==> config.mk <==
export PLATFORM = sky130hd
export DESIGN_NAME = task_regs_axil_slave_flat
export DESIGN_NICKNAME = d
export VERILOG_FILES = /design/src/rtl/task_regs_pkg.sv /design/src/rtl/task_regs_axil_slave_if.sv /design/src/rtl/task_regs_axil_slave.sv /design/src/flat_wrapper.sv
export SDC_FILE = /design/constraint.sdc
export NUM_CORES = 1
export LEC_CHECK = 0
export CORE_ASPECT_RATIO = 0.5
export CORE_UTILIZATION = 30
export DETAILED_ROUTE_END_ITERATION = 16
export GPL_TIMING_DRIVEN = 1
export RECOVER_POWER = 25
export SETUP_SLACK_MARGIN = 0.5
export SLEW_MARGIN = 30
export SYNTH_ARGS = -nofsm -noshare
export SYNTH_HDL_FRONTEND = slang
export SYNTH_SLANG_ARGS = --single-unit
==> constraint.sdc <==
create_clock -name s_axi_aclk -period 2.4 [get_ports s_axi_aclk]
set_clock_uncertainty 0.05 [all_clocks]
set_input_delay 0.24 -clock s_axi_aclk [delete_from_list [all_inputs] [get_ports s_axi_aclk]]
set_output_delay 0.24 -clock s_axi_aclk [all_outputs]
set_load 0.01 [all_outputs]
==> src/rtl/task_regs_pkg.sv <==
// ----------------------------------------------------------------------------
// task_regs_pkg
// Shared constants and helpers for the task register AXI4-Lite slave:
//   REG_*            byte offsets of the eight 32-bit registers (addr[4:0])
//   CTRL_START_BIT   CTRL bit that requests a test start
//   STATUS_*_BIT     bit positions of done (W1C) and busy (RO) in STATUS
//   AXI_RESP_OKAY    the only response this slave ever returns
//   apply_strb()     merges write data into a register per byte-lane strobe
// ----------------------------------------------------------------------------
package task_regs_pkg;

   localparam int DATA_W = 32;
   localparam int STRB_W = DATA_W / 8;

   localparam logic [4:0] REG_CTRL          = 5'h00;
   localparam logic [4:0] REG_ENABLED_TASKS = 5'h04;
   localparam logic [4:0] REG_NUM_BYTES_IN  = 5'h08;
   localparam logic [4:0] REG_STATUS        = 5'h0C;
   localparam logic [4:0] REG_CURRENT_TASK  = 5'h10;
   localparam logic [4:0] REG_BYTES_OUT     = 5'h14;
   localparam logic [4:0] REG_OUT_COUNT     = 5'h18;
   localparam logic [4:0] REG_SCRATCH       = 5'h1C;

   localparam int CTRL_START_BIT  = 0;
   localparam int STATUS_DONE_BIT = 0;
   localparam int STATUS_BUSY_BIT = 1;

   localparam logic [1:0] AXI_RESP_OKAY = 2'b00;

   // Replace only the byte lanes whose strobe is set.
   function automatic logic [DATA_W-1:0] apply_strb(input logic [DATA_W-1:0] old_val,
                                                    input logic [DATA_W-1:0] new_val,
                                                    input logic [STRB_W-1:0] strb);
      logic [DATA_W-1:0] res;
      res = old_val;
      for (int i = 0; i < STRB_W; i++) begin
         if (strb[i]) res[8*i +: 8] = new_val[8*i +: 8];
      end
      return res;
   endfunction

endpackage

==> src/rtl/task_regs_axil_slave_if.sv <==
// ----------------------------------------------------------------------------
// task_regs_axil_slave_if
// AXI4-Lite bus bundle between the interconnect (master) and the task
// register file (slave). Five channels: AW, W, B, AR, R. No clock/reset
// inside; those stay plain ports on the modules.
// ----------------------------------------------------------------------------
interface task_regs_axil_slave_if #(
   parameter int ADDR_WIDTH = 32,
   parameter int DATA_WIDTH = 32
);
   logic [ADDR_WIDTH-1:0]   awaddr;
   logic                    awvalid;
   logic                    awready;
   logic [DATA_WIDTH-1:0]   wdata;
   logic [DATA_WIDTH/8-1:0] wstrb;
   logic                    wvalid;
   logic                    wready;
   logic [1:0]              bresp;
   logic                    bvalid;
   logic                    bready;
   logic [ADDR_WIDTH-1:0]   araddr;
   logic                    arvalid;
   logic                    arready;
   logic [DATA_WIDTH-1:0]   rdata;
   logic [1:0]              rresp;
   logic                    rvalid;
   logic                    rready;

   modport slave (
      input  awaddr, awvalid, output awready,
      input  wdata, wstrb, wvalid, output wready,
      output bresp, bvalid, input  bready,
      input  araddr, arvalid, output arready,
      output rdata, rresp, rvalid, input  rready
   );

   modport master (
      output awaddr, awvalid, input  awready,
      output wdata, wstrb, wvalid, input  wready,
      input  bresp, bvalid, output bready,
      output araddr, arvalid, input  arready,
      input  rdata, rresp, rvalid, output rready
   );
endinterface

==> src/rtl/task_regs_axil_slave.sv <==
// ----------------------------------------------------------------------------
// task_regs_axil_slave
// AXI4-Lite register file sitting between the interconnect and the task
// engine. Holds task configuration, issues a one-cycle start pulse, and
// captures engine status for readback.
// Ports:
//   s_axi_aclk / s_axi_aresetn   clock, asynchronous active-low reset
//   s_axi                        AXI4-Lite slave bundle (AW, W, B, AR, R)
//   enabled_tasks                task enable mask (ENABLED_TASKS register)
//   num_bytes_in_to_task         byte count for tasks (NUM_BYTES_IN register)
//   start_tests                  one-cycle pulse after a CTRL start write
//   current_task_number          engine task index, sampled on AR handshake
//   tasks_done                   pulse: all enabled tasks finished
//   num_bytes_out_from_task(_valid)  result byte count and its qualifier
// ----------------------------------------------------------------------------
module task_regs_axil_slave
   import task_regs_pkg::*;
#(
   parameter int S_AXI_ADDR_WIDTH = 32,
   parameter int S_AXI_DATA_WIDTH = 32
) (
   input  logic                  s_axi_aclk,
   input  logic                  s_axi_aresetn,
   task_regs_axil_slave_if.slave s_axi,
   output logic [DATA_W-1:0]     enabled_tasks,
   output logic [DATA_W-1:0]     num_bytes_in_to_task,
   output logic                  start_tests,
   input  logic [DATA_W-1:0]     current_task_number,
   input  logic                  tasks_done,
   input  logic [DATA_W-1:0]     num_bytes_out_from_task,
   input  logic                  num_bytes_out_from_task_valid
);

   // Only addr[4:0] is decoded, addr[1:0] ignored; the rest of the address aliases.
   logic unused_addr_bits;
   assign unused_addr_bits = ^{s_axi.awaddr[S_AXI_ADDR_WIDTH-1:5], s_axi.awaddr[1:0],
                               s_axi.araddr[S_AXI_ADDR_WIDTH-1:5], s_axi.araddr[1:0]};

   logic                    rst_done;
   logic                    aw_held, w_held;
   logic [2:0]              aw_word_q;
   logic [S_AXI_DATA_WIDTH-1:0] w_data_q;
   logic [STRB_W-1:0]       w_strb_q;
   logic                    bvalid_q, rvalid_q;
   logic [DATA_W-1:0]       rdata_q;
   logic                    done_q, busy_q;
   logic [DATA_W-1:0]       bytes_out_q, out_count_q, scratch_q;

   logic                    awready, wready, arready;
   logic                    aw_fire, w_fire, ar_fire, wr_en;
   logic [4:0]              wr_off;
   logic [DATA_W-1:0]       wr_data;
   logic [STRB_W-1:0]       wr_strb;
   logic                    start_req, done_clr;
   logic [DATA_W-1:0]       rd_mux;

   // Handshake decode. A write commits on the edge where both halves are
   // available, either held from an earlier cycle or arriving now.
   // NOTE: every signal assigned in always_comb gets a default first so no latch is inferred.
   always_comb begin
      awready   = rst_done & ~aw_held & ~bvalid_q;
      wready    = rst_done & ~w_held  & ~bvalid_q;
      arready   = rst_done & ~rvalid_q;
      aw_fire   = s_axi.awvalid & awready;
      w_fire    = s_axi.wvalid  & wready;
      ar_fire   = s_axi.arvalid & arready;
      wr_en     = (aw_held | aw_fire) & (w_held | w_fire);
      wr_off    = {(aw_held ? aw_word_q : s_axi.awaddr[4:2]), 2'b00};
      wr_data   = w_held ? w_data_q : s_axi.wdata;
      wr_strb   = w_held ? w_strb_q : s_axi.wstrb;
      start_req = wr_en & (wr_off == REG_CTRL)   & wr_strb[0] & wr_data[CTRL_START_BIT];
      done_clr  = wr_en & (wr_off == REG_STATUS) & wr_strb[0] & wr_data[STATUS_DONE_BIT];
   end

   always_comb begin
      rd_mux = '0;
      case ({s_axi.araddr[4:2], 2'b00})
         REG_ENABLED_TASKS: rd_mux = enabled_tasks;
         REG_NUM_BYTES_IN:  rd_mux = num_bytes_in_to_task;
         REG_STATUS: begin
            rd_mux[STATUS_DONE_BIT] = done_q;
            rd_mux[STATUS_BUSY_BIT] = busy_q;
         end
         REG_CURRENT_TASK:  rd_mux = current_task_number;
         REG_BYTES_OUT:     rd_mux = bytes_out_q;
         REG_OUT_COUNT:     rd_mux = out_count_q;
         REG_SCRATCH:       rd_mux = scratch_q;
         default:           rd_mux = '0;   // CTRL is write-only
      endcase
   end

   // Readiness is held off until the first edge after reset release.
   // NOTE: sequential state uses non-blocking (<=) so every flop samples pre-edge values.
   always_ff @(posedge s_axi_aclk or negedge s_axi_aresetn) begin
      if (!s_axi_aresetn) rst_done <= 1'b0;
      else                rst_done <= 1'b1;
   end

   // Write channel: AW and W are captured independently and held until the
   // partner arrives; bvalid blocks further writes until the response is taken.
   always_ff @(posedge s_axi_aclk or negedge s_axi_aresetn) begin
      if (!s_axi_aresetn) begin
         aw_held   <= 1'b0;
         w_held    <= 1'b0;
         aw_word_q <= '0;
         w_data_q  <= '0;
         w_strb_q  <= '0;
         bvalid_q  <= 1'b0;
      end else begin
         if (wr_en) begin
            aw_held  <= 1'b0;
            w_held   <= 1'b0;
            bvalid_q <= 1'b1;
         end else begin
            if (aw_fire) begin
               aw_held   <= 1'b1;
               aw_word_q <= s_axi.awaddr[4:2];
            end
            if (w_fire) begin
               w_held   <= 1'b1;
               w_data_q <= s_axi.wdata;
               w_strb_q <= s_axi.wstrb;
            end
            if (bvalid_q && s_axi.bready) bvalid_q <= 1'b0;
         end
      end
   end

   // Register file and task status. Start beats tasks_done; tasks_done beats W1C.
   always_ff @(posedge s_axi_aclk or negedge s_axi_aresetn) begin
      if (!s_axi_aresetn) begin
         enabled_tasks        <= '0;
         num_bytes_in_to_task <= '0;
         scratch_q            <= '0;
         start_tests          <= 1'b0;
         done_q               <= 1'b0;
         busy_q               <= 1'b0;
         bytes_out_q          <= '0;
         out_count_q          <= '0;
      end else begin
         if (wr_en) begin
            case (wr_off)
               REG_ENABLED_TASKS: enabled_tasks        <= apply_strb(enabled_tasks, wr_data, wr_strb);
               REG_NUM_BYTES_IN:  num_bytes_in_to_task <= apply_strb(num_bytes_in_to_task, wr_data, wr_strb);
               REG_SCRATCH:       scratch_q            <= apply_strb(scratch_q, wr_data, wr_strb);
               default: ;   // CTRL/STATUS handled below, RO offsets ignored
            endcase
         end

         start_tests <= start_req;
         if (start_req) begin
            busy_q <= 1'b1;
            done_q <= 1'b0;
         end else if (tasks_done) begin
            busy_q <= 1'b0;
            done_q <= 1'b1;
         end else if (done_clr) begin
            done_q <= 1'b0;
         end

         if (num_bytes_out_from_task_valid) bytes_out_q <= num_bytes_out_from_task;
         if (start_req)
            out_count_q <= '0;
         else if (num_bytes_out_from_task_valid && (out_count_q != '1))
            out_count_q <= out_count_q + 1'b1;
      end
   end

   // Read channel: data registered on the AR handshake and held until rready.
   always_ff @(posedge s_axi_aclk or negedge s_axi_aresetn) begin
      if (!s_axi_aresetn) begin
         rvalid_q <= 1'b0;
         rdata_q  <= '0;
      end else if (ar_fire) begin
         rvalid_q <= 1'b1;
         rdata_q  <= rd_mux;
      end else if (rvalid_q && s_axi.rready) begin
         rvalid_q <= 1'b0;
      end
   end

   assign s_axi.awready = awready;
   assign s_axi.wready  = wready;
   assign s_axi.arready = arready;
   assign s_axi.bvalid  = bvalid_q;
   assign s_axi.bresp   = AXI_RESP_OKAY;
   assign s_axi.rvalid  = rvalid_q;
   assign s_axi.rdata   = rdata_q;
   assign s_axi.rresp   = AXI_RESP_OKAY;

endmodule

==> src/flat_wrapper.sv <==
// flat-port wrapper written by rule: the top's interface ports become plain ports
module task_regs_axil_slave_flat import task_regs_pkg::*;
#(
   parameter int S_AXI_ADDR_WIDTH = 32,
   parameter int S_AXI_DATA_WIDTH = 32
)
  (s_axi_aclk, s_axi_aresetn, enabled_tasks, num_bytes_in_to_task, start_tests, current_task_number, tasks_done, num_bytes_out_from_task, num_bytes_out_from_task_valid, s_axi_awaddr, s_axi_awvalid, s_axi_awready, s_axi_wdata, s_axi_wstrb, s_axi_wvalid, s_axi_wready, s_axi_bresp, s_axi_bvalid, s_axi_bready, s_axi_araddr, s_axi_arvalid, s_axi_arready, s_axi_rdata, s_axi_rresp, s_axi_rvalid, s_axi_rready);
  task_regs_axil_slave_if #(.ADDR_WIDTH(32), .DATA_WIDTH(32)) s_axi_i ();
  input  logic s_axi_aclk;
  input  logic s_axi_aresetn;
  output logic [DATA_W-1:0] enabled_tasks;
  output logic [DATA_W-1:0] num_bytes_in_to_task;
  output logic start_tests;
  input  logic [DATA_W-1:0] current_task_number;
  input  logic tasks_done;
  input  logic [DATA_W-1:0] num_bytes_out_from_task;
  input  logic num_bytes_out_from_task_valid;
  input wire logic [$bits(s_axi_i.awaddr)-1:0] s_axi_awaddr;
  input wire logic [$bits(s_axi_i.awvalid)-1:0] s_axi_awvalid;
  output wire logic [$bits(s_axi_i.awready)-1:0] s_axi_awready;
  input wire logic [$bits(s_axi_i.wdata)-1:0] s_axi_wdata;
  input wire logic [$bits(s_axi_i.wstrb)-1:0] s_axi_wstrb;
  input wire logic [$bits(s_axi_i.wvalid)-1:0] s_axi_wvalid;
  output wire logic [$bits(s_axi_i.wready)-1:0] s_axi_wready;
  output wire logic [$bits(s_axi_i.bresp)-1:0] s_axi_bresp;
  output wire logic [$bits(s_axi_i.bvalid)-1:0] s_axi_bvalid;
  input wire logic [$bits(s_axi_i.bready)-1:0] s_axi_bready;
  input wire logic [$bits(s_axi_i.araddr)-1:0] s_axi_araddr;
  input wire logic [$bits(s_axi_i.arvalid)-1:0] s_axi_arvalid;
  output wire logic [$bits(s_axi_i.arready)-1:0] s_axi_arready;
  output wire logic [$bits(s_axi_i.rdata)-1:0] s_axi_rdata;
  output wire logic [$bits(s_axi_i.rresp)-1:0] s_axi_rresp;
  output wire logic [$bits(s_axi_i.rvalid)-1:0] s_axi_rvalid;
  input wire logic [$bits(s_axi_i.rready)-1:0] s_axi_rready;
  assign s_axi_i.awaddr = s_axi_awaddr;
  assign s_axi_i.awvalid = s_axi_awvalid;
  assign s_axi_awready = s_axi_i.awready;
  assign s_axi_i.wdata = s_axi_wdata;
  assign s_axi_i.wstrb = s_axi_wstrb;
  assign s_axi_i.wvalid = s_axi_wvalid;
  assign s_axi_wready = s_axi_i.wready;
  assign s_axi_bresp = s_axi_i.bresp;
  assign s_axi_bvalid = s_axi_i.bvalid;
  assign s_axi_i.bready = s_axi_bready;
  assign s_axi_i.araddr = s_axi_araddr;
  assign s_axi_i.arvalid = s_axi_arvalid;
  assign s_axi_arready = s_axi_i.arready;
  assign s_axi_rdata = s_axi_i.rdata;
  assign s_axi_rresp = s_axi_i.rresp;
  assign s_axi_rvalid = s_axi_i.rvalid;
  assign s_axi_i.rready = s_axi_rready;
  task_regs_axil_slave #(.S_AXI_ADDR_WIDTH(S_AXI_ADDR_WIDTH), .S_AXI_DATA_WIDTH(S_AXI_DATA_WIDTH)) u_core (.s_axi_aclk(s_axi_aclk), .s_axi_aresetn(s_axi_aresetn), .s_axi(s_axi_i), .enabled_tasks(enabled_tasks), .num_bytes_in_to_task(num_bytes_in_to_task), .start_tests(start_tests), .current_task_number(current_task_number), .tasks_done(tasks_done), .num_bytes_out_from_task(num_bytes_out_from_task), .num_bytes_out_from_task_valid(num_bytes_out_from_task_valid));
endmodule
* Word-level counts from Yosys, hierarchy flattened
Index checks and enable logic that the tools add are counted.
Widths: inputs -> output; s select.
** Storage, ports and cells
- Logic and storage cells :: 106
- Input bits :: 173
- Bits in registers :: 239
- Output and inout bits :: 106
** Cells by class
- Eq/ne operators :: 12
- Multiplexer cells :: 20
- Bitwise operators :: 22
- Add/sub/neg operators :: 1
- Reduce and logical (&&, ||, !) cells :: 25
** Operators with widths (number)
- $pmux 30 s6 :: 1
- $mux 32 :: 3
- $reduce_and 3->1 :: 12
- $add 32x1->32 const B :: 1
- $ne 32x32->1 const B :: 1
- $and 1x1->1 :: 15
- $eq 3x3->1 const B :: 5
- $pmux 2 s7 :: 1
- $mux 1 :: 13
- $eq 3x2->1 const B :: 4
- $reduce_bool 2->1 :: 6
- $eq 3x1->1 const B :: 2
- $not 1->1 :: 5
- $mux 4 :: 1
- $reduce_and 2->1 :: 2
- $logic_and 1x1->1 :: 3
- $logic_not 3->1 :: 1
- $mux 3 :: 1
- $reduce_bool 3->1 :: 1
- $or 1x1->1 :: 2

* Logic depth before layout (Yosys ltp)
Gate-level depths: netlist of the first run.
- Depth after elaboration :: 12
- Gate-level depth with buffers :: 8
- Mapped depth without buffers :: 6

* Worst setup path after synthesis of the first run
OpenSTA, ideal clock, no wires.
- Kind :: reg2reg
- Start :: register u_core.out_count_q[0]
- End :: register u_core.out_count_q[31]
- Data arrival time :: 1833 ps
- Required time :: 2225 ps
- Stages on the path, launching flop included :: 6
- Path buffers :: 0
- Setup time :: 125 ps
- Period minus slack after synthesis :: 2008 ps
- Setup slack :: 392 ps
- Path through :: dfrtp_1 ha_1 and4_1 a2111o_1 nor4_1 mux2_2
** Between the ends
- Cells in the longest elaborated chain, start to end :: 3
- Elaborated cells on any way between the ends :: 6
- Those cells by class :: add/sub (1); eq/ne (1); mux (2); reduce/logical (2)
** RTL lines
- start: declaration :: RTL line task_regs_axil_slave.sv:47 : logic [DATA_W-1:0] bytes_out_q, out_count_q, scratch_q;
- start signal: assignment :: RTL line task_regs_axil_slave.sv:165 : out_count_q <= out_count_q + 1'b1;
- $add 32x1->32 or $ne 32x32->1 (tied branches) :: RTL line task_regs_axil_slave.sv:165, task_regs_axil_slave.sv:164
- $mux 32 or $logic_and 1x1->1 (tied branches) :: RTL line task_regs_axil_slave.sv:164 : else if (num_bytes_out_from_task_valid && (out_count_q != '1))
- $mux 32 or $reduce_bool 2->1 (tied branches)
Several ways; a longest one is shown, not always the timed one. The select of a mux whose other input is x is not followed.
A chain may end at the register's enable or synchronous reset.

* Worst setup path in the final report of the first run
- Start :: register u_core.out_count_q[25]
- End :: register u_core.out_count_q[13]
** Between the ends
- Cells in the longest elaborated chain, start to end :: 3
** RTL lines (RTL line)
- $ne 32x32->1 :: task_regs_axil_slave.sv:164
- $logic_and 1x1->1 :: task_regs_axil_slave.sv:164
- $reduce_bool 2->1 (no line)
No other way between the ends.

==> results of run 1 <==
## state kept, by name, summed over array words and instances (netlist names)
| name | flops |
|---|---|
| u_core.bytes_out_q | 32 |
| u_core.enabled_tasks | 32 |
| u_core.num_bytes_in_to_task | 32 |
| u_core.out_count_q | 32 |
| u_core.s_axi.rdata | 32 |
| u_core.scratch_q | 32 |
| u_core.w_data_q | 32 |
| u_core.w_strb_q | 4 |
| u_core.aw_word_q | 3 |
| u_core.aw_held | 1 |
| u_core.busy_q | 1 |
| u_core.done_q | 1 |
| u_core.rst_done | 1 |
| u_core.s_axi.bvalid | 1 |
| u_core.s_axi.rvalid | 1 |
| u_core.start_tests | 1 |
| u_core.w_held | 1 |
## metrics by stage
stage	utilization [%]	setup WS (ps)	instances
after global routing	45.2	185	1729
final	45.2	318	1729
after global placement	39.3	66.4	1614
after floorplan	-	398	924
after CTS	43.9	411	1712
after detailed placement	39.3	33.6	1614
## worst max-delay path by stage
stage	startpoint	endpoint	slack (ps)	cells past startpoint
after floorplan	u_core.out_count_q[10]	u_core.out_count_q[31]	400	6
after CTS	u_core.s_axi.bvalid	u_core.num_bytes_in_to_task[13]	410	8
after detailed placement	s_axi_wvalid	u_core.enabled_tasks[16]	30	7
final	u_core.out_count_q[25]	u_core.out_count_q[13]	320	7
after global routing	s_axi_aresetn	u_core.out_count_q[19]	190	3
after global placement	s_axi_wvalid	u_core.enabled_tasks[18]	70	7
## cells by family after synthesis
logic type | after synthesis | share of synthesized area [%]
buffers and inverters | 70 | 2.73
multiplexers | 208 | 21.1
XOR/XNOR | 12 | 0.948
AO/OA/AOI/OAI | 186 | 11.8
flip-flops | 239 | 53.9
AND/OR/NAND/NOR | 203 | 9.32
other | 2 | 0.0677
adder cells (fa/ha/maj) | 1 | 0.113
## power breakdown
part	internal [uW]	switching, uW	total [uW]
clock network	2250	1600	3850
logic	3230	2190	5430
registers	5340	1000	6350
## cells in the mapped netlist, types with 5 or more instances
cell | number | area, um^2
nand3b_1 | 6 | 45.0
o21ai_1 | 7 | 35.0
buf_2 | 11 | 55.1
mux2_2 | 204 | 2300
nor3b_1 | 5 | 37.5
a221oi_1 | 30 | 263
dfrtp_1 | 239 | 5980
or4_1 | 5 | 37.5
nor4_1 | 7 | 43.8
a21oi_1 | 15 | 75.1
buf_4 | 5 | 37.5
buf_1 | 5 | 18.8
nor2_1 | 18 | 67.6
xnor2_1 | 9 | 78.8
inv_1 | 12 | 45.0
nand2_1 | 89 | 334
and3_1 | 5 | 31.3
nor2_2 | 11 | 68.8
clkbuf_1 | 35 | 131
nand3_1 | 16 | 80.1
a22oi_1 | 65 | 488
nor3_1 | 5 | 25.0
or3_1 | 12 | 75.1
o21ai_0 | 40 | 200
nand4_1 | 8 | 50.1
## what timing repair did
item                                    4_1_cts  5_1_grt
endpoints found under the setup margin      123      128
pin swaps                                    37       22
hold buffers                                  1        0
gates resized for setup                     100       81
hold endpoints to repair                     62        0
cloned                                        2        0
setup buffers                                53       15
## layout make-up
type / instances / area, um^2
fill: 3233 / 19800
sequential: 239 / 6000
multi-input combinational: 615 / 5550
timing repair buffer: 334 / 3320
clock buffer: 39 / 758
tap: 484 / 606
inverter: 13 / 53.8
clock inverter: 3 / 42.5
antenna: 2 / 5.00
## worst max-delay path: stages (launching register included)
cell and delay [ps]:
dfrtp_2 370, nand4_1 170, or4_4 570, o31ai_4 280
buf_4 180, buf_8 120, o21ai_2 80, a21oi_4 170
## routing by layer
layer  GRT usage (%)  up-vias
met4            7.81        0
met5               0        -
li1                -     4013
met3            2.70       84
met2            33.6      217
met1            24.5     4677
==> metrics.md, run 1 <==
| Metric | Value |
|---|---|
| Crit path time final | `2080 ps` |
| Setup TNS | `0 ps` |
| Synthesis-stage register bit count | `239` |
| Hold path start | `num_bytes_out_from_task_valid` |
| Highest metal used | `met4` |
| Yosys warning count | `0` |
| Clk buf depth | `3` |
| Starting Density | `30.7%` |
| DIE AREA | `37800 um^2` |
| Setup-failing EPs final | `0` |
| Final WL | `37400 um` |
| Detail Placement HPWL | `25900 um` |
| Worst path required time | `2800 ps` |
| Netlist Area Pre-Place | `11100 um^2` |
| Drt first pass iters | `11` |
| Clock latency on the worst-skew pair | `530 ps` |
| GPL Wtd Cong | `0.892` |
| WP data arrival | `2480 ps` |
| Routed vias/inst | `5.20` |
| CORE AREA | `36200 um^2` |
| Worst r2r dst | `u_core.out_count_q[13]` |
| Avg Synthesized Cell Area | `12.0 um^2` |
| CP startpoint kind | `register` |
| Failing checks | `DRC, capacitance limit, slew limit` |
| Worst Tran Pin Value | `1590 ps` |
| Fin area | `16300 um^2` |
| RSZ-0062 raised after global routing | `true` |
| Most frequent cells in the layout | `dfrtp_1 (220), clkdlybuf4s50_1 (210), mux2_2 (133)` |
| Root Buffer | `clkbuf_16` |
| Tcrit/Tclk final | `86.7%` |
| CTS tree | `built` |
| Die width | `274 um` |
| Post-DRT Antenna Nets | `0` |
| Post-synthesis async set-or-reset flop share | `100%` |
| EDFF count, synth | `0` |
| Hold Path Cell Cnt | `5` |
| Flop2flop setup slack | `320 ps` |
| FP Rows | `49` |
| Final hold vios | `0` |
| Critical R2R Launch | `u_core.out_count_q[25]` |
| Clock slew at reported path FFs | `60 ps` |
| Post-placement cell area | `14200 um^2` |
| Critical path class | `register to register` |
| Most common cell after layout, fill and taps aside | `dfrtp_1` |
| DR vias | `8991` |
| Pin count of the biggest net entering global routing | `62` |
| Initial antenna violation count | `2` |
| Syn Inst Count | `921` |
| GRT overflow | `0` |
| Pwr dens | `957 nW/um^2` |
| Die height | `138 um` |
| Status | `finished, violations left` |
| Layout cells sized above 1 | `37.4%` |
| Maximum vdd ir drop | `0.466 mV` |
| Main synth FF type | `dfrtp_1` |
| Met2 routed WL | `18600 um` |
| H-tree depth | `1` |
| Max-cap viol count | `1` |
| Global-route wire length before repair | `56000 um` |
| Nets | `1401` |
| Total Power | `15600 uW` |
| WHS | `205 ps` |
| DRC | `4` |
| Worst hold path type | `primary input to register` |
| Worst Reg-to-Reg Cells | `7` |
| Worst-path fanout max | `6` |
| Routed met1 length | `16000 um` |
| Number of global-route vias before repair | `9317` |
| DR iter-0 viols | `599` |
| Hold endpoint | `u_core.out_count_q[28]` |
| Overall routing resource usage | `19.4%` |
| Maximum clock rate | `0.480 GHz` |
| PortBufs | `216` |
| CP endpoint kind | `register` |
| Layout area overhead | `47.2%` |
| Clock Sinks | `239` |
| Routed wire length per instance | `21.6 um` |
| Worst rel slew slack | `-6.09%` |
| CTS Buf Count | `24` |
| Seq/Total Area, Yosys | `53.9%` |
| Library cells used by synthesis | `57` |
| I/O pin cnt | `279` |
| Slew Limit Fails | `59` |
| Leakage | `0.00688 uW` |
| WL met3 | `1350 um` |
Note: power is estimated with default switching activity, not from simulation.
==> run 2: changes to the inputs <==
Settings changed: CTS_CLUSTER_SIZE set to 8.
==> run 2 against run 1 <==
Against the previous run:
- clock-buffer cell count did not move
- the run still ends with DRC, capacitance limit, slew limit left
- non-clock buffer count rose by 4
- final cell count rose by 0.12%
- sequential power barely moved
- register-to-register slack got worse by 40 ps
- hold slack improved by 46 ps
- critical path depth rose by 1
- critical endpoint is now u_core.out_count_q[30]
- routed wire length rose by 1.4%
- sequential share of layout area fell by 0.34 points
==> metrics.md, run 2 (synthesis gave the netlist of run 1 again) <==
| Metric | Value |
|---|---|
| Status | `finished, violations left` |
| Failing checks | `DRC, capacitance limit, slew limit` |
| Multi-input gate area | `5530 um^2 (-0.29%)` |
| I/O pin cnt | `279 (unchanged)` |
| Layout cells sized above 1 | `37.1% (-0.27 points)` |
| Total Power | `16200 uW (+3.7%)` |
| Worst path required time | `2730 ps (-70 ps)` |
| Worst r2r dst | `u_core.out_count_q[30]` |
| CTS Buf Count | `35 (+46%)` |
| Sequential power share | `39.2% (-1.4 points)` |
| Pin count of the biggest net entering global routing | `62 (unchanged)` |
| Internal power | `11300 uW (+4.3%)` |
| CP cell instances | `ha_2 -> and4_4 -> nand3_2 -> buf_4 -> buf_4 -> nor4_1 -> a21oi_1 -> o21a_1` |
| WHS | `251 ps (+45.8 ps)` |
| PortBufs | `216 (unchanged)` |
| Max-cap viol count | `1 (unchanged)` |
| WP data arrival | `2450 ps (-30 ps)` |
| Clock slew at reported path FFs | `50 ps (about the same)` |
| FP Rows | `49 (unchanged)` |
| CP startpoint kind | `register` |
| Clk pwr share | `27.1% (+2.4 points)` |
| Hold endpoint | `u_core.s_axi.rvalid` |
| Detail Placement HPWL | `25900 um (unchanged)` |
| Slew Limit Fails | `59 (unchanged)` |
| Crit path time final | `2120 ps (+40.8 ps)` |
| Sw Ratio | `30.3% (-0.40 points)` |
| Crit path max-delay family | `simple AND/OR/NAND/NOR gates` |
| Slowest cell on crit path | `nor4_1` |
| Global-route wire length before repair | `56800 um (+1.4%)` |
| Overall routing resource usage | `19.8% (+0.44 points)` |
| GRT overflow | `0 (unchanged)` |
| RSZ-0062 raised after global routing | `true` |
| Leakage | `0.00700 uW (+1.8%)` |
| Nets | `1416 (+1.1%)` |
| Drt first pass iters | `13 (+2)` |
| Maximum clock rate | `0.471 GHz (-1.9%)` |
| Post-DRT Antenna Nets | `0 (unchanged)` |
| DRC | `4 (unchanged)` |
| Worst Tran Pin Value | `1610 ps (+17.5 ps)` |
| Critical R2R Launch | `u_core.out_count_q[0]` |
| Combinational Power Share | `33.7% (-1.0 points)` |
| DIE AREA | `37800 um^2 (unchanged)` |
| Routed vias/inst | `5.26 (+1.1%)` |
| GPL Wtd Cong | `0.892 (unchanged)` |
| Worst Reg-to-Reg Cells | `8 (+1)` |
| Crit path buffers/inverters | `2 (unchanged)` |
| CP endpoint kind | `register` |
| Worst rel slew slack | `-7.26% (-1.2 points)` |
| Clock latency on the worst-skew pair | `500 ps (-30 ps)` |
| Final hold vios | `0 (unchanged)` |
| Worst hold path type | `primary input to register` |
| CORE AREA | `36200 um^2 (unchanged)` |
| DR vias | `9101 (+1.2%)` |
| Die height | `138 um (unchanged)` |
| DR iter-0 viols | `574 (-4.2%)` |
| Setup TNS | `0 ps (unchanged)` |
| Layout area overhead | `48.6%` |
| Worst path most repeated cell | `buf_4` |
| Hold path start | `s_axi_rready` |
| Tcrit/Tclk final | `88.4% (+1.7 points)` |
| Initial antenna violation count | `3 (+1)` |
| Filler Cells Inserted | `3233 (unchanged)` |
| Starting Density | `30.7% (unchanged)` |
| Most frequent cells in the layout | `dfrtp_1 (219), clkdlybuf4s50_1 (211), mux2_2 (133)` |
| Flop2flop setup slack | `280 ps (-40 ps)` |
| H-tree depth | `2 (+1)` |
| Root Buffer | `clkbuf_16` |
| CTS tree | `built` |
| Clk buf depth | `3 (unchanged)` |
| Number of global-route vias before repair | `9462 (+1.6%)` |
| Most common cell after layout, fill and taps aside | `dfrtp_1` |
| Hold Path Cell Cnt | `2 (-3)` |
| Pwr dens | `983 nW/um^2 (+2.7%)` |
| Maximum vdd ir drop | `0.443 mV (-4.9%)` |
| Worst-path fanout max | `10 (+4)` |
| CP max stage delay | `370 ps (-200 ps)` |
| Clock Sinks | `239 (unchanged)` |
| P_sw | `4910 uW (+2.4%)` |
| Routed wire length per instance | `21.9 um (+1.3%)` |
| Reg area | `6010 um^2 (about the same)` |
| Die width | `274 um (unchanged)` |
| Setup-failing EPs final | `0 (unchanged)` |
| Critical path class | `register to register` |
| Final WL | `38000 um (+1.4%)` |
[run 2: cell types whose count changed in the layout (fill, tap and decap cells not counted), sizes merged]
cell	change
buf	+5
bufinv	-1
clkbuf	-1
clkdlybuf4s50	+1
clkinv	-1
clkinvlp	-1
diode	+1
dlymetal6s2s	-1
[run 2: layer usage]
| layer | global-route usage, % | vias up | wire length (um) |
|---|---|---|---|
| met5 | 0 | - | 0 |
| met4 | 8.70 | 0 | 1490 |
| met3 | 3.31 | 80 | 1370 |
| met2 | 34.2 | 239 | 19100 |
| met1 | 24.6 | 4749 | 16000 |
| li1 | - | 4033 | - |
[run 2: layout make-up]
type | count | area share [%]
sequential | 239 | 36.4
inverter | 13 | 0.326
antenna | 3 | 0.0455
tap | 484 | 3.67
clock buffer | 39 | 5.66
timing repair buffer | 338 | 20.3
multi-input combinational | 615 | 33.5
[run 2: worst max-delay path by stage]
stage | startpoint | to | cells after the start | slack (ps)
after floorplan | u_core.out_count_q[10] | u_core.out_count_q[31] | 6 | 400
after global placement | s_axi_wvalid | u_core.enabled_tasks[18] | 7 | 70
after detailed placement | s_axi_wvalid | u_core.enabled_tasks[16] | 7 | 30
after CTS | u_core.out_count_q[1] | u_core.out_count_q[31] | 5 | 410
after global routing | s_axi_aresetn | u_core.out_count_q[3] | 3 | 190
final | u_core.out_count_q[0] | u_core.out_count_q[30] | 8 | 280
[run 2: power by group through the flow]
stage / clock [uW] / combinational (uW) / sequential, uW
3_3_place_gp: 0 / 4490 / 6350
4_1_cts: 4460 / 5200 / 6320
6_report: 4390 / 5460 / 6360
2_1_floorplan: 0 / 2210 / 6330
5_1_grt: 4650 / 5830 / 6500
3_5_place_dp: 0 / 4610 / 6410
[run 2: metrics by stage]
stage          util (%)  cells  cell area [um^2]  setup slack (ps)
2_1_floorplan         -    924             11200               398
3_3_place_gp       39.3   1614             14200              66.4
3_5_place_dp       39.3   1614             14200              33.6
4_1_cts            44.4   1714             16100               413
5_1_grt            45.6   1731             16500               192
6_report           45.6   1731             16500               278
[run 2: timing repair]
action,CTS,global route
resized for setup,107,65
hold endpoints to repair,56,0
hold buffers,1,0
gates cloned,2,0
setup buffers,58,14
setup endpoints to repair,122,125
pin swaps,39,26
==> run 3: changes to the inputs <==
==> constraint.sdc (replaced) <==
create_clock -name s_axi_aclk -period 2.4 [get_ports s_axi_aclk]
set_clock_uncertainty 0.05 [all_clocks]
set_input_delay 0.48 -clock s_axi_aclk [delete_from_list [all_inputs] [get_ports s_axi_aclk]]
set_output_delay 0.48 -clock s_axi_aclk [all_outputs]
set_load 0.01 [all_outputs]
==> run 3 against run 2 <==
Against the previous run:
- the flow finishes with violations (DRC)
- clock-buffer cell count is 1 lower
- power shrank 2.6%
- maximum frequency increased by 5.2%
- sequential share of layout area hardly changed
- critical path depth fell by 1
- highest routed layer unchanged
- register-to-register slack improved by 100 ps
==> metrics.md, run 3 (synthesis gave the netlist of run 1 again) <==
| Metric | Value |
|---|---|
| Pwr dens | `958 nW/um^2 (-2.6%)` |
| Clock Sinks | `239 (unchanged)` |
| Reg area | `6000 um^2 (-0.10%)` |
| PortBufs | `216 (unchanged)` |
| CP endpoint kind | `register` |
| DRC | `4 (unchanged)` |
| Final hold vios | `0 (unchanged)` |
| Tcrit/Tclk final | `84.1% (-4.4 points)` |
| CP max stage delay | `540 ps (+170 ps)` |
| Hold path start | `u_core.s_axi.rdata[13]` |
| Pin count of the biggest net entering global routing | `93 (+50%)` |
| Worst Reg-to-Reg Cells | `7 (-1)` |
| DR vias | `9139 (+0.42%)` |
| GRT overflow | `0 (unchanged)` |
| Global-route wire length before repair | `57200 um (+0.70%)` |
| Maximum vdd ir drop | `0.422 mV (-4.8%)` |
| Flop2flop setup slack | `380 ps (+100 ps)` |
| Detail Placement HPWL | `26400 um (+2.2%)` |
| I/O pin cnt | `279 (unchanged)` |
| Post-DRT Antenna Nets | `0 (unchanged)` |
| Critical R2R Launch | `u_core.out_count_q[23]` |
| DIE AREA | `37800 um^2 (unchanged)` |
| DR iter-0 viols | `640 (+11%)` |
| RSZ-0062 raised after global routing | `true` |
| Critical path class | `register to register` |
| Drt first pass iters | `10 (-3)` |
| Crit path time final | `2020 ps (-105 ps)` |
| Worst Tran Pin Value | `971 ps (-638 ps)` |
| Maximum clock rate | `0.496 GHz (+5.2%)` |
| Routed vias/inst | `5.25 (-0.22%)` |
| Layout area overhead | `48.6% (unchanged)` |
| Worst-path fanout max | `6 (-4)` |
| Starting Density | `30.7% (unchanged)` |
| Clock slew at reported path FFs | `50 ps (about the same)` |
| Routed wire length per instance | `22.2 um (+1.3%)` |
| Hold Path Cell Cnt | `2 (unchanged)` |
| Number of global-route vias before repair | `9539 (+0.81%)` |
| WP data arrival | `2360 ps (-90 ps)` |
| Max-cap viol count | `0 (-1)` |
| CP cell instances | `buf_4 -> nand3_2 -> or4_4 -> o31ai_4 -> buf_6 -> xnor2_1 -> nor2_1` |
| Clock latency on the worst-skew pair | `520 ps (+20 ps)` |
| CTS tree | `built` |
| Multi-input gate area | `5490 um^2 (-0.72%)` |
| Status | `finished, violations left` |
| Failing checks | `DRC` |
| Leakage | `0.00739 uW (+5.5%)` |
| Hold endpoint | `u_core.s_axi.rdata[13]` |
| Slowest cell on crit path | `or4_4` |
| Placement Setup Slack | `-195 ps (-229 ps)` |
| Initial antenna violation count | `3 (unchanged)` |
| CTS Buf Count | `35 (unchanged)` |
| Worst hold path type | `register to register` |
| Layout cells sized above 1 | `37.8% (+0.71 points)` |
| Root Buffer | `clkbuf_16` |
| Most frequent cells in the layout | `dfrtp_1 (224), mux2_2 (139), clkdlybuf4s50_1 (105)` |
| Most common cell after layout, fill and taps aside | `dfrtp_1` |
| Worst path required time | `2740 ps (about the same)` |
| Total Power | `15800 uW (-2.6%)` |
| Filler Cells Inserted | `3283 (+1.5%)` |
| H-tree depth | `2 (unchanged)` |
| Overall routing resource usage | `20.0% (+0.17 points)` |
| Die width | `274 um (unchanged)` |
| Setup-failing EPs final | `0 (unchanged)` |
| CP startpoint kind | `register` |
| Slew Limit Fails | `0 (-100%)` |
| CORE AREA | `36200 um^2 (unchanged)` |
| GPL Wtd Cong | `0.887 (-0.63%)` |
| FP Rows | `49 (unchanged)` |
| Final WL | `38700 um (+1.9%)` |
| Worst r2r dst | `u_core.out_count_q[9]` |
| Nets | `1426 (+0.71%)` |
| Worst rel slew slack | `35.3% (+43 points)` |
| Die height | `138 um (unchanged)` |
| Clk buf depth | `3 (unchanged)` |
| PnR worst setup slack | `382 ps (+105 ps)` |
[run 3: power breakdown]
part	switching [uW]	internal, uW
Combinational	2210	2830
Clock	1740	2650
Sequential	1010	5360
Total	4960	10800
[run 3: worst max-delay path by stage]
| stage | from | endpoint | slack (ps) | depth (start not counted) |
|---|---|---|---|---|
| after detailed placement | s_axi_wvalid | u_core.scratch_q[20] | -190 | 7 |
| after global routing | u_core.s_axi.bvalid | u_core.enabled_tasks[10] | 310 | 7 |
| final | u_core.out_count_q[23] | u_core.out_count_q[9] | 380 | 7 |
| after CTS | u_core.rst_done | s_axi_arready | 390 | 3 |
| after global placement | s_axi_wvalid | u_core.scratch_q[16] | -130 | 7 |
| after floorplan | u_core.out_count_q[10] | u_core.out_count_q[31] | 400 | 6 |
[run 3: what timing repair did]
action,in CTS,in global routing
endpoints found under the hold margin,31,0
hold buffers,1,0
buffers inserted,44,13
gates resized for setup,183,106
pin swaps,29,33
endpoints found under the setup margin,234,133
gates cloned,3,1
[run 3: stage by stage]
stage	TNS (ps)	hold WS, ps	cell area [um^2]	instances	utilization, %
5_1_grt	0	439	16500	1742	45.6
3_3_place_gp	-6180	318	14500	1637	40.1
2_1_floorplan	0	134	11200	924	-
4_1_cts	0	386	16000	1725	44.1
3_5_place_dp	-10280	323	14500	1637	40.1
6_report	0	421	16500	1742	45.6
[run 3: layout make-up]
type / count / share of cell area, %
clock buffers: 38 / 5.51
well taps: 484 / 3.67
diodes: 3 / 0.0455
clock inverters: 2 / 0.152
flip-flops and latches: 239 / 36.4
inverters: 13 / 0.326
repair buffers: 348 / 20.6
multi-input cells: 615 / 33.3
[run 3: metal layers]
layer,GRT usage [%],share of wire (%),up-vias
li1,-,-,4072
met1,25.4,43,4748
met2,34.5,50,252
met3,3.32,4.4,67
met4,7.28,2.6,0
met5,0,0,-
[run 3: worst max-delay path, delay by kind of cell, from the launching register on]
kind                   cells  cell delay (ps)
AND/OR/NAND/NOR            3              710
buffers and inverters      2              290
flip-flops                 1              350
AO/OA/AOI/OAI              1              360
XOR/XNOR                   1              120
